===== config.mk =====
export PLATFORM = sky130hd
export DESIGN_NAME = mvm_partial_reducer
export DESIGN_NICKNAME = d
export VERILOG_FILES = /design/src/rtl/mvm_partial_reducer.sv
export SDC_FILE = /design/constraint.sdc
export NUM_CORES = 1
export LEC_CHECK = 0
export BUFFER_PORTS_ARGS = -buffer_cell sky130_fd_sc_hd__buf_2
export CAP_MARGIN = 20
export CORE_MARGIN = 2
export CORE_UTILIZATION = 55
export DETAILED_ROUTE_END_ITERATION = 16
export GPL_ROUTABILITY_DRIVEN = 1
export PLACE_DENSITY = 0.71
export SYNTH_ARGS = -nofsm -noshare
export SYNTH_HDL_FRONTEND = slang
export SYNTH_SLANG_ARGS = --single-unit

===== constraint.sdc =====
create_clock -name clk -period 16.55 [get_ports clk]
set_input_delay 3.31 -clock clk [delete_from_list [all_inputs] [get_ports clk]]
set_output_delay 3.31 -clock clk [all_outputs]
set_load 0.01 [all_outputs]

===== src/rtl/mvm_partial_reducer.sv =====
// mvm_partial_reducer: buffers two MVM partial-result streams in FIFOs and emits
// their lane-wise (optionally saturating) signed sum through one output register.
module mvm_partial_reducer #(
    parameter int DATAW      = 32,
    parameter int OPRECISION = 8,
    parameter int LANES      = 4,
    parameter int DESTW      = 6,
    parameter int USERW      = 32,
    parameter int FIFOD      = 8,
    parameter int SATURATE   = 1
) (
    input  logic             clk,
    input  logic             rst,
    input  logic             s0_tvalid,
    input  logic             s1_tvalid,
    output logic             s0_tready,
    output logic             s1_tready,
    input  logic [DATAW-1:0] s0_tdata,
    input  logic [DATAW-1:0] s1_tdata,
    input  logic             s0_tlast,
    input  logic             s1_tlast,
    input  logic [DESTW-1:0] s0_tdest,
    input  logic [USERW-1:0] s0_tuser,
    output logic             m_tvalid,
    input  logic             m_tready,
    output logic [DATAW-1:0] m_tdata,
    output logic             m_tlast,
    output logic [DESTW-1:0] m_tdest,
    output logic [USERW-1:0] m_tuser,
    output logic             err_last_mismatch,
    output logic [15:0]      vec_count
);
    localparam int AW  = $clog2(FIFOD);
    localparam int E0W = DATAW + 1 + DESTW + USERW;

    logic [E0W-1:0]   mem0_q [FIFOD];
    logic [DATAW:0]   mem1_q [FIFOD];
    logic [AW:0]      wp0_q, rp0_q, wp1_q, rp1_q;
    logic             full0, full1, empty0, empty1, push0, push1, pop;
    logic [E0W-1:0]   head0;
    logic [DATAW:0]   head1;
    logic [DATAW-1:0] sum_d;

    logic             m_tvalid_q, m_tvalid_d, m_tlast_q, err_q, err_d;
    logic [DATAW-1:0] m_tdata_q;
    logic [DESTW-1:0] m_tdest_q;
    logic [USERW-1:0] m_tuser_q;
    logic [15:0]      vec_q, vec_d;

    // The extra MSB on each pointer separates full from empty when the indices match.
    assign full0  = (wp0_q[AW] != rp0_q[AW]) && (wp0_q[AW-1:0] == rp0_q[AW-1:0]);
    assign full1  = (wp1_q[AW] != rp1_q[AW]) && (wp1_q[AW-1:0] == rp1_q[AW-1:0]);
    assign empty0 = wp0_q == rp0_q;
    assign empty1 = wp1_q == rp1_q;

    assign s0_tready = !full0 && !rst;
    assign s1_tready = !full1 && !rst;
    assign push0     = s0_tvalid && s0_tready;
    assign push1     = s1_tvalid && s1_tready;
    assign pop       = !empty0 && !empty1 && (!m_tvalid_q || m_tready);

    assign head0 = mem0_q[rp0_q[AW-1:0]];
    assign head1 = mem1_q[rp1_q[AW-1:0]];

    always_ff @(posedge clk) begin
        if (push0) mem0_q[wp0_q[AW-1:0]] <= {s0_tuser, s0_tdest, s0_tlast, s0_tdata};
        if (push1) mem1_q[wp1_q[AW-1:0]] <= {s1_tlast, s1_tdata};
    end

    always_ff @(posedge clk) begin
        if (rst) begin
            wp0_q <= '0;
            rp0_q <= '0;
            wp1_q <= '0;
            rp1_q <= '0;
        end else begin
            wp0_q <= wp0_q + {{AW{1'b0}}, push0};
            wp1_q <= wp1_q + {{AW{1'b0}}, push1};
            rp0_q <= rp0_q + {{AW{1'b0}}, pop};
            rp1_q <= rp1_q + {{AW{1'b0}}, pop};
        end
    end

    for (genvar i = 0; i < LANES; i++) begin : g_lane
        logic [OPRECISION-1:0] a, b;
        logic [OPRECISION:0]   s;
        logic                  ovf;
        assign a   = head0[i*OPRECISION +: OPRECISION];
        assign b   = head1[i*OPRECISION +: OPRECISION];
        assign s   = {a[OPRECISION-1], a} + {b[OPRECISION-1], b};
        assign ovf = s[OPRECISION] ^ s[OPRECISION-1];
        assign sum_d[i*OPRECISION +: OPRECISION] = (SATURATE != 0 && ovf) ?
            (s[OPRECISION] ? {1'b1, {(OPRECISION-1){1'b0}}} : {1'b0, {(OPRECISION-1){1'b1}}}) :
            s[OPRECISION-1:0];
    end

    always_comb begin
        m_tvalid_d = pop ? 1'b1 : (m_tready ? 1'b0 : m_tvalid_q);
        err_d      = err_q || (pop && (head0[DATAW] != head1[DATAW]));
        vec_d      = vec_q + {15'd0, m_tvalid_q && m_tready && m_tlast_q};
    end

    always_ff @(posedge clk) begin
        if (rst) begin
            m_tvalid_q <= 1'b0;
            m_tdata_q  <= '0;
            m_tlast_q  <= 1'b0;
            m_tdest_q  <= '0;
            m_tuser_q  <= '0;
            err_q      <= 1'b0;
            vec_q      <= '0;
        end else begin
            m_tvalid_q <= m_tvalid_d;
            err_q      <= err_d;
            vec_q      <= vec_d;
            if (pop) begin
                m_tdata_q <= sum_d;
                m_tlast_q <= head0[DATAW];
                m_tdest_q <= head0[DATAW+1 +: DESTW];
                m_tuser_q <= head0[DATAW+1+DESTW +: USERW];
            end
        end
    end

    assign m_tvalid          = m_tvalid_q;
    assign m_tdata           = m_tdata_q;
    assign m_tlast           = m_tlast_q;
    assign m_tdest           = m_tdest_q;
    assign m_tuser           = m_tuser_q;
    assign err_last_mismatch = err_q;
    assign vec_count         = vec_q;
endmodule


==> key figures, run 1 <==
Run status
  – Status: finished, final reports clean

Yosys
  – Async SR Flop Fraction: 0%
  – Net Count, Synth: 1974
  – Avg Cell Area, Syn: 20.4 um2
  – Number of distinct library cells after synthesis: 56
  – Synth top area cells: edfxtp_1 (67%), mux4_2 (13%), dfxtp_1 (5.7%), a211oi_2 (2.1%), mux2_2 (1.7%)
  – Synth Instances: 1819
  – Synthesized area: 37000 um2
  – Ys flop type: edfxtp_1
  – Post-synthesis sequential area ratio: 73.1%
  – Post-synth EDFFs: 832
  – Seq cells post-synth: 937
  – Synth top area share: 67.5%
  – YS warnings: 0
  – Cell taking the most area after synthesis: edfxtp_1

Power and ir drop
  – PD cells: 127 nW/um2
  – Switching pwr: 1.20 mW
  – Internal Power: 4.15 mW
  – Clock share of power: 41.4%
  – Leak Pwr: 13.7 nW
  – Gate power share: 9.2%
  – Switching Share: 22.4%
  – Max VDD drop: 0.0979 mV
  – Sequential power share: 49.4%

Floorplan
  – Starting Density: 55.3%
  – IO Pins: 200
  – DIE WIDTH: 263 um
  – Cell Rows: 95
  – Core Area: 66900 um2
  – Die height: 263 um
  – DIE AREA: 69400 um2

Worst setup path
  – Critical path buffer and inverter count: 3
  – Most common cell on crit path: buf_4
  – Crit path kind: input port to output port
  – Crit-path cells: buf_4, buf_4, a31oi_1, buf_2
  – Worst setup SP type: input port
  – Worst Path Arrival: 5.10 ns
  – Req. time, crit path: 13.24 ns
  – Crit-path slowest cell: buf_4
  – Worst r2r src: rp0_q[1]$_SDFF_PP0_
  – Crit-path max cell delay: 0.77 ns
  – Crit Path Max Fanout: 57
  – Reg2reg path depth: 12
  – Reg2Reg Setup Slack: 11.30 ns
  – Crit. End Element: output port
  – Cell family with most CP delay: buffers and inverters
  – Worst reg2reg endpoint: m_tdata[30]$_SDFFE_PP0P_

Clocking
  – Clk root buf: clkbuf_16
  – CTS sink cnt: 937
  – H-tree Lvls: 3
  – PostCTS Resize Cnt: 0
  – Bufs on Longest Clock Path: 3
  – CTS Hold Bufs: 0
  – CTS tree: yes
  – Clock-pin transition on the worst setup and hold timing paths: 0.06 ns
  – CTS Buf Count: 94
  – Setup bufs post-CTS: 0
  – Clk_lat worst skew: 0.66 ns

STA
  – Hold Violations, Final: 0
  – Setup WS post-layout: 8.14 ns
  – Post-layout min period: 8.41 ns
  – Final setup fails: 0
  – RSZ-0062 raised after global routing: no
  – Slew headroom: 29.7%
  – Fin crit share: 50.8%
  – Worst slew pin tran: 1.05 ns
  – Total negative setup slack: 0 ns
  – Fmax: 119 MHz
  – Layout Skew: 0.0442 ns
  – Final Max Tran Viols: 0

Placement
  – Place WS: 8.13 ns
  – DP HPWL: 45300 um
  – Placed Area: 39000 um2
  – IO buf count: 199
  – Placed Instances: 2827
  – GP Congestion: 0.797

Final layout
  – Fin cells: 3012
  – Fillers: 4513
  – Area grow syn2layout: 14.3%
  – Layout net count: 2205
  – Share of post-route cells with drive strength above 1: 35.2%
  – Finished layout cell area: 42300 um2
  – Area occupied by multi-input gates: 9500 um2
  – Register area: 27100 um2

Drt
  – Routed vias: 17.9k
  – # DRC: 0
  – Drt total wl: 76600 um
  – TritonRoute pass-1 iters: 5
  – Antenna violation net count after detailed routing: 0
  – DR iter-0 viols: 1523
  – Via density: 5.95
  – DR WL/cell: 25.4 um

Hold path
  – Hold Path Depth: 2
  – Critical hold path startpoint: m_tdata[23]$_SDFFE_PP0P_
  – Hold path endpoint: m_tdata[23]$_SDFFE_PP0P_
  – HP Class: register to register

Global routing
  – Vias in the first global route: 18.6k
  – First-pass GRT wire length: 116000 um
  – Pin count of the biggest net entering global routing: 79
  – Total GRT Usage: 22.5%
  – Initial antenna violation count: 22
  – GR Overflow Total: 0

Job
  – Max-cap viol count: 0
-- power groups by stage --
stage	Combinational (mW)	Clock (mW)	Sequential (mW)
finish	0.491	2.22	2.65
global route	0.533	2.34	2.65
CTS	0.494	2.25	2.65
detailed placement	0.489	0	2.70
global placement	0.475	0	2.69
floorplan	0.352	0	2.69
-- per-layer routing --
layer | global-route usage [%] | part of all wire (%)
met4 | 6.73 | 2.7
met3 | 4.27 | 6.4
met1 | 31.8 | 42
met5 | 0 | 0.12
met2 | 35.9 | 49
-- area by class of cell --
cell class	instances	share of cell area (%)
Sequential cell	937	64.1
Multi-Input combinational cell	770	22.5
Clock buffer	116	6.02
Timing Repair Buffer	228	2.87
Tap cell	873	2.58
Clock inverter	58	1.76
Inverter	19	0.169
Antenna cell	11	0.0651
-- layout by cell type (no fill, tap or decap), types with 16 or more instances in the layout --
master / count
a211oi_2: 62
buf_2: 198
buf_4: 30
clkbuf_16: 97
clkinv_2: 22
dfxtp_1: 99
edfxtp_1: 832
ha_1: 42
inv_1: 19
maj3_1: 20
mux2_2: 56
mux2i_1: 52
mux4_2: 208
nand2_1: 16
nor2_1: 106
xnor2_1: 16
xor2_1: 32
-- per-stage QoR --
stage / hold slack (ns) / utilization, % / power [mW]
floorplan: 0.498 / - / 3.04
global placement: 0.467 / 58.3 / 3.17
detailed placement: 0.488 / 58.3 / 3.19
CTS: 0.503 / 63.2 / 5.39
global route: 0.540 / 63.2 / 5.52
finish: 0.493 / 63.2 / 5.35
-- synthesized netlist by cell type (9+ instances only) --
master,number
buf_2,34
mux4_2,208
buf_6,9
a21oi_1,15
xor2_1,32
ha_1,42
a211oi_2,62
a211oi_1,9
nor2b_1,12
clkbuf_1,36
nand2b_1,12
mux2_2,56
nor2_1,118
maj3_2,9
maj3_1,20
nand3_1,11
inv_1,19
dfxtp_1,105
mux2i_1,52
edfxtp_1,832
xnor2_1,16
nand2_1,16
o21ai_0,11
-- worst max path at each step --
stage	slack [ns]	cells after the start	end	start
after detailed placement	8.13	4	s1_tready	rst
after CTS	8.13	4	s1_tready	rst
after global placement	8.19	4	s1_tready	rst
after global routing	8.03	4	s1_tready	rst
final	8.14	4	s1_tready	rst
after floorplan	7.09	5	mem0_q[0][0]$_DFFE_PP_	rst
-- state kept, by name (all words and copies together), names as in the netlist, 6 cells and up --
signal	cells
m_tuser	32
m_tdest	6
vec_count	16
mem1_q	264
mem0_q	568
m_tdata	32
-- worst min-delay path: stages (launching register included) --
cell	delay (ns)
dfxtp_1	0.32
mux2i_1	0.06
nor2_1	0.07
-- logic make-up after synthesis --
family,Yosys count,share of synthesized area [%]
adder cells (fa/ha/maj),75,2.45
XOR/XNOR,49,1.18
multiplexers,316,15.8
flip-flops,937,73.1
AO/OA/AOI/OAI,141,3.71
buffers and inverters,112,1.50
AND/OR/NAND/NOR,189,2.25
No activity file was read; power rests on OpenSTA's default activity.
==> inputs of run 2 (changes only) <==
clock period = 8.8 ns   (was 16.55 ns; I/O delays follow)
==> run 2 against run 1 <==
  * Power rose by 83%
  * Highest routed layer unchanged
  * Sequential share of layout area rose by 0.22 points
  * Die area did not move
  * Largest power group unchanged
  * Worst hold slack improved by 0.010 ns
  * Largest cell class unchanged
==> key figures, run 2 (synthesis gave the netlist of run 1 again) <==
Clocking
  – CTS Buf Count: 94 (unchanged)
  – H-tree Lvls: 3 (unchanged)
  – Clock-pin transition on the worst setup and hold timing paths: 0.06 ns (about the same)
  – CTS Hold Bufs: 0 (unchanged)
  – Setup bufs post-CTS: 0 (unchanged)
  – CTS tree: yes
  – Bufs on Longest Clock Path: 3 (unchanged)
  – Clk root buf: clkbuf_16
  – Clk_lat worst skew: 0.66 ns (about the same)
  – PostCTS Resize Cnt: 0 (unchanged)
  – CTS sink cnt: 937 (unchanged)

STA
  – Slew headroom: 32.7% (+3.0 points)
  – Hold WS: 0.503 ns (+0.0104 ns)
  – Fmax: 210 MHz
  – Worst slew pin tran: 1.01 ns (-0.0446 ns)
  – Final Max Tran Viols: 0 (unchanged)
  – RSZ-0062 raised after global routing: no
  – Layout Skew: 0.0512 ns (+0.00704 ns)
  – Total negative setup slack: 0 ns (unchanged)
  – Fin crit share: 54.1%
  – Post-layout min period: 4.76 ns
  – Final setup fails: 0 (unchanged)
  – Hold Violations, Final: 0 (unchanged)

Worst setup path
  – Worst reg2reg endpoint: m_tdata[9]$_SDFFE_PP0P_
  – Worst setup SP type: register
  – Req. time, crit path: 9.26 ns (-3.98 ns)
  – CP Capture Point: m_tdata[9]$_SDFFE_PP0P_
  – Crit-path cells: buf_4, mux4_2, mux2i_1, inv_1, ha_1, a211oi_1, o21bai_1, o31a_1, xnor2_1, maj3_1, a211oi_2
  – Crit Path Max Fanout: 58 (+1.8%)
  – Worst r2r src: rp0_q[1]$_SDFF_PP0_
  – Reg2reg path depth: 11 (-1)
  – Crit path kind: register to register
  – Worst setup path startpoint: rp0_q[1]$_SDFF_PP0_
  – Crit-path slowest cell: dfxtp_4
  – Critical path depth: 11 (+7)
  – Crit-path max cell delay: 1.01 ns (+0.24 ns)
  – Cell family with most CP delay: flip-flops
  – Reg2Reg Setup Slack: 4.04 ns (-7.26 ns)
  – Worst Path Arrival: 5.22 ns (+0.12 ns)
  – Critical path buffer and inverter count: 2 (-1)
  – Crit. End Element: register

Drt
  – Via density: 5.93 (-0.23%)
  – Drt total wl: 77200 um (+0.78%)
  – Antenna violation net count after detailed routing: 0 (unchanged)
  – TritonRoute pass-1 iters: 5 (unchanged)
  – DR iter-0 viols: 1519 (-0.26%)
  – Routed vias: 17.9k (-0.067%)
  – # DRC: 0 (unchanged)
  – DR WL/cell: 25.6 um (+0.62%)

Global routing
  – Total GRT Usage: 22.5% (+0.029 points)
  – Vias in the first global route: 18.6k (-0.038%)
  – Initial antenna violation count: 23 (+4.5%)
  – Pin count of the biggest net entering global routing: 62 (-22%)
  – First-pass GRT wire length: 116000 um (about the same)
  – GR Overflow Total: 0 (unchanged)

Job
  – Max-cap viol count: 0 (unchanged)

Floorplan
  – DIE AREA: 69400 um2 (unchanged)
  – Starting Density: 55.3% (unchanged)
  – DIE WIDTH: 263 um (unchanged)
  – Die height: 263 um (unchanged)
  – IO Pins: 200 (unchanged)
  – Core Area: 66900 um2 (unchanged)
  – Cell Rows: 95 (unchanged)

Final layout
  – Most common cell after layout, fill and taps aside: edfxtp_1
  – Area grow syn2layout: 13.9%
  – Fillers: 4489 (-0.53%)
  – Number of flip-flops in the largest register: 568 (unchanged)
  – Most frequent cells in the layout: edfxtp_1 (832), mux4_2 (208), buf_2 (198)
  – Share of post-route cells with drive strength above 1: 34.6% (-0.65 points)
  – Layout net count: 2210 (+0.23%)

Hold path
  – Critical hold path startpoint: vec_count[9]$_SDFF_PP0_
  – HP Class: register to register

Power and ir drop
  – PD cells: 232 nW/um2 (+83%)
  – Max VDD drop: 0.197 mV (+100%)
  – Leak Pwr: 13.6 nW (-0.72%)

Placement
  – GP Congestion: 0.833 (+4.5%)
  – DP HPWL: 46200 um (+1.9%)
  – IO buf count: 199 (unchanged)

Run status
  – Status: finished, final reports clean
==> run 2: changes by cell type in the layout (fill, tap and decap cells not counted), sizes merged <==
cell / change
clkinv: +7
clkbuf: -3
buf: +5
bufinv: -6
clkinvlp: +2
==> run 2: how the worst min path moves through the flow <==
stage	to	slack [ns]	cells past startpoint
2_1_floorplan	rp0_q[3]$_SDFF_PP0_	0.50	2
6_report	vec_count[9]$_SDFF_PP0_	0.50	2
5_1_grt	m_tuser[23]$_SDFFE_PP0P_	0.52	2
3_3_place_gp	m_tdata[31]$_SDFFE_PP0P_	0.48	2
3_5_place_dp	vec_count[9]$_SDFF_PP0_	0.49	2
4_1_cts	vec_count[9]$_SDFF_PP0_	0.50	2
==> run 2: power by group <==
group / total, mW / switching [mW] / internal [mW]
Combinational: 0.907 / 0.498 / 0.409
Sequential: 4.97 / 0.0545 / 4.92
Clock: 3.90 / 1.66 / 2.24
Total: 9.78 / 2.21 / 7.57
==> run 2: tightest hold or removal path, stage by stage, from the launching register on <==
cell and delay [ns]:
dfxtp_1 0.33, o21ai_0 0.07, a21oi_1 0.06
==> run 2: per-stage QoR <==
stage	utilization [%]	worst slack [ns]	power [mW]	area, um2	instances
finish	63.0	4.04	9.78	42200	3017
global route	63.0	3.72	10.1	42100	3013
CTS	62.9	4.01	9.86	42100	3005
detailed placement	58.4	3.83	5.98	39100	2831
global placement	58.3	3.85	5.95	39000	2829
floorplan	-	0.888	5.72	37000	1819
==> run 2: final cells by class <==
| cell class | count | area, um2 | share of cell area (%) |
|---|---|---|---|
| sequential | 937 | 27100 | 64.3 |
| timing repair buffer | 233 | 1310 | 3.10 |
| inverter | 19 | 71.3 | 0.169 |
| tap | 873 | 1090 | 2.59 |
| antenna | 11 | 27.5 | 0.0653 |
| clock buffer | 113 | 2450 | 5.82 |
| clock inverter | 61 | 601 | 1.42 |
| multi-input combinational | 770 | 9500 | 22.5 |
==> run 2: per-layer routing <==
| layer | vias to the layer above | routed length (um) | track usage (%) |
|---|---|---|---|
| met5 | - | 149 | 0 |
| met4 | 24 | 1680 | 6.93 |
| met3 | 133 | 5360 | 5.15 |
| met2 | 529 | 37500 | 36.0 |
| met1 | 9332 | 32500 | 31.1 |
| li1 | 7884 | - | - |
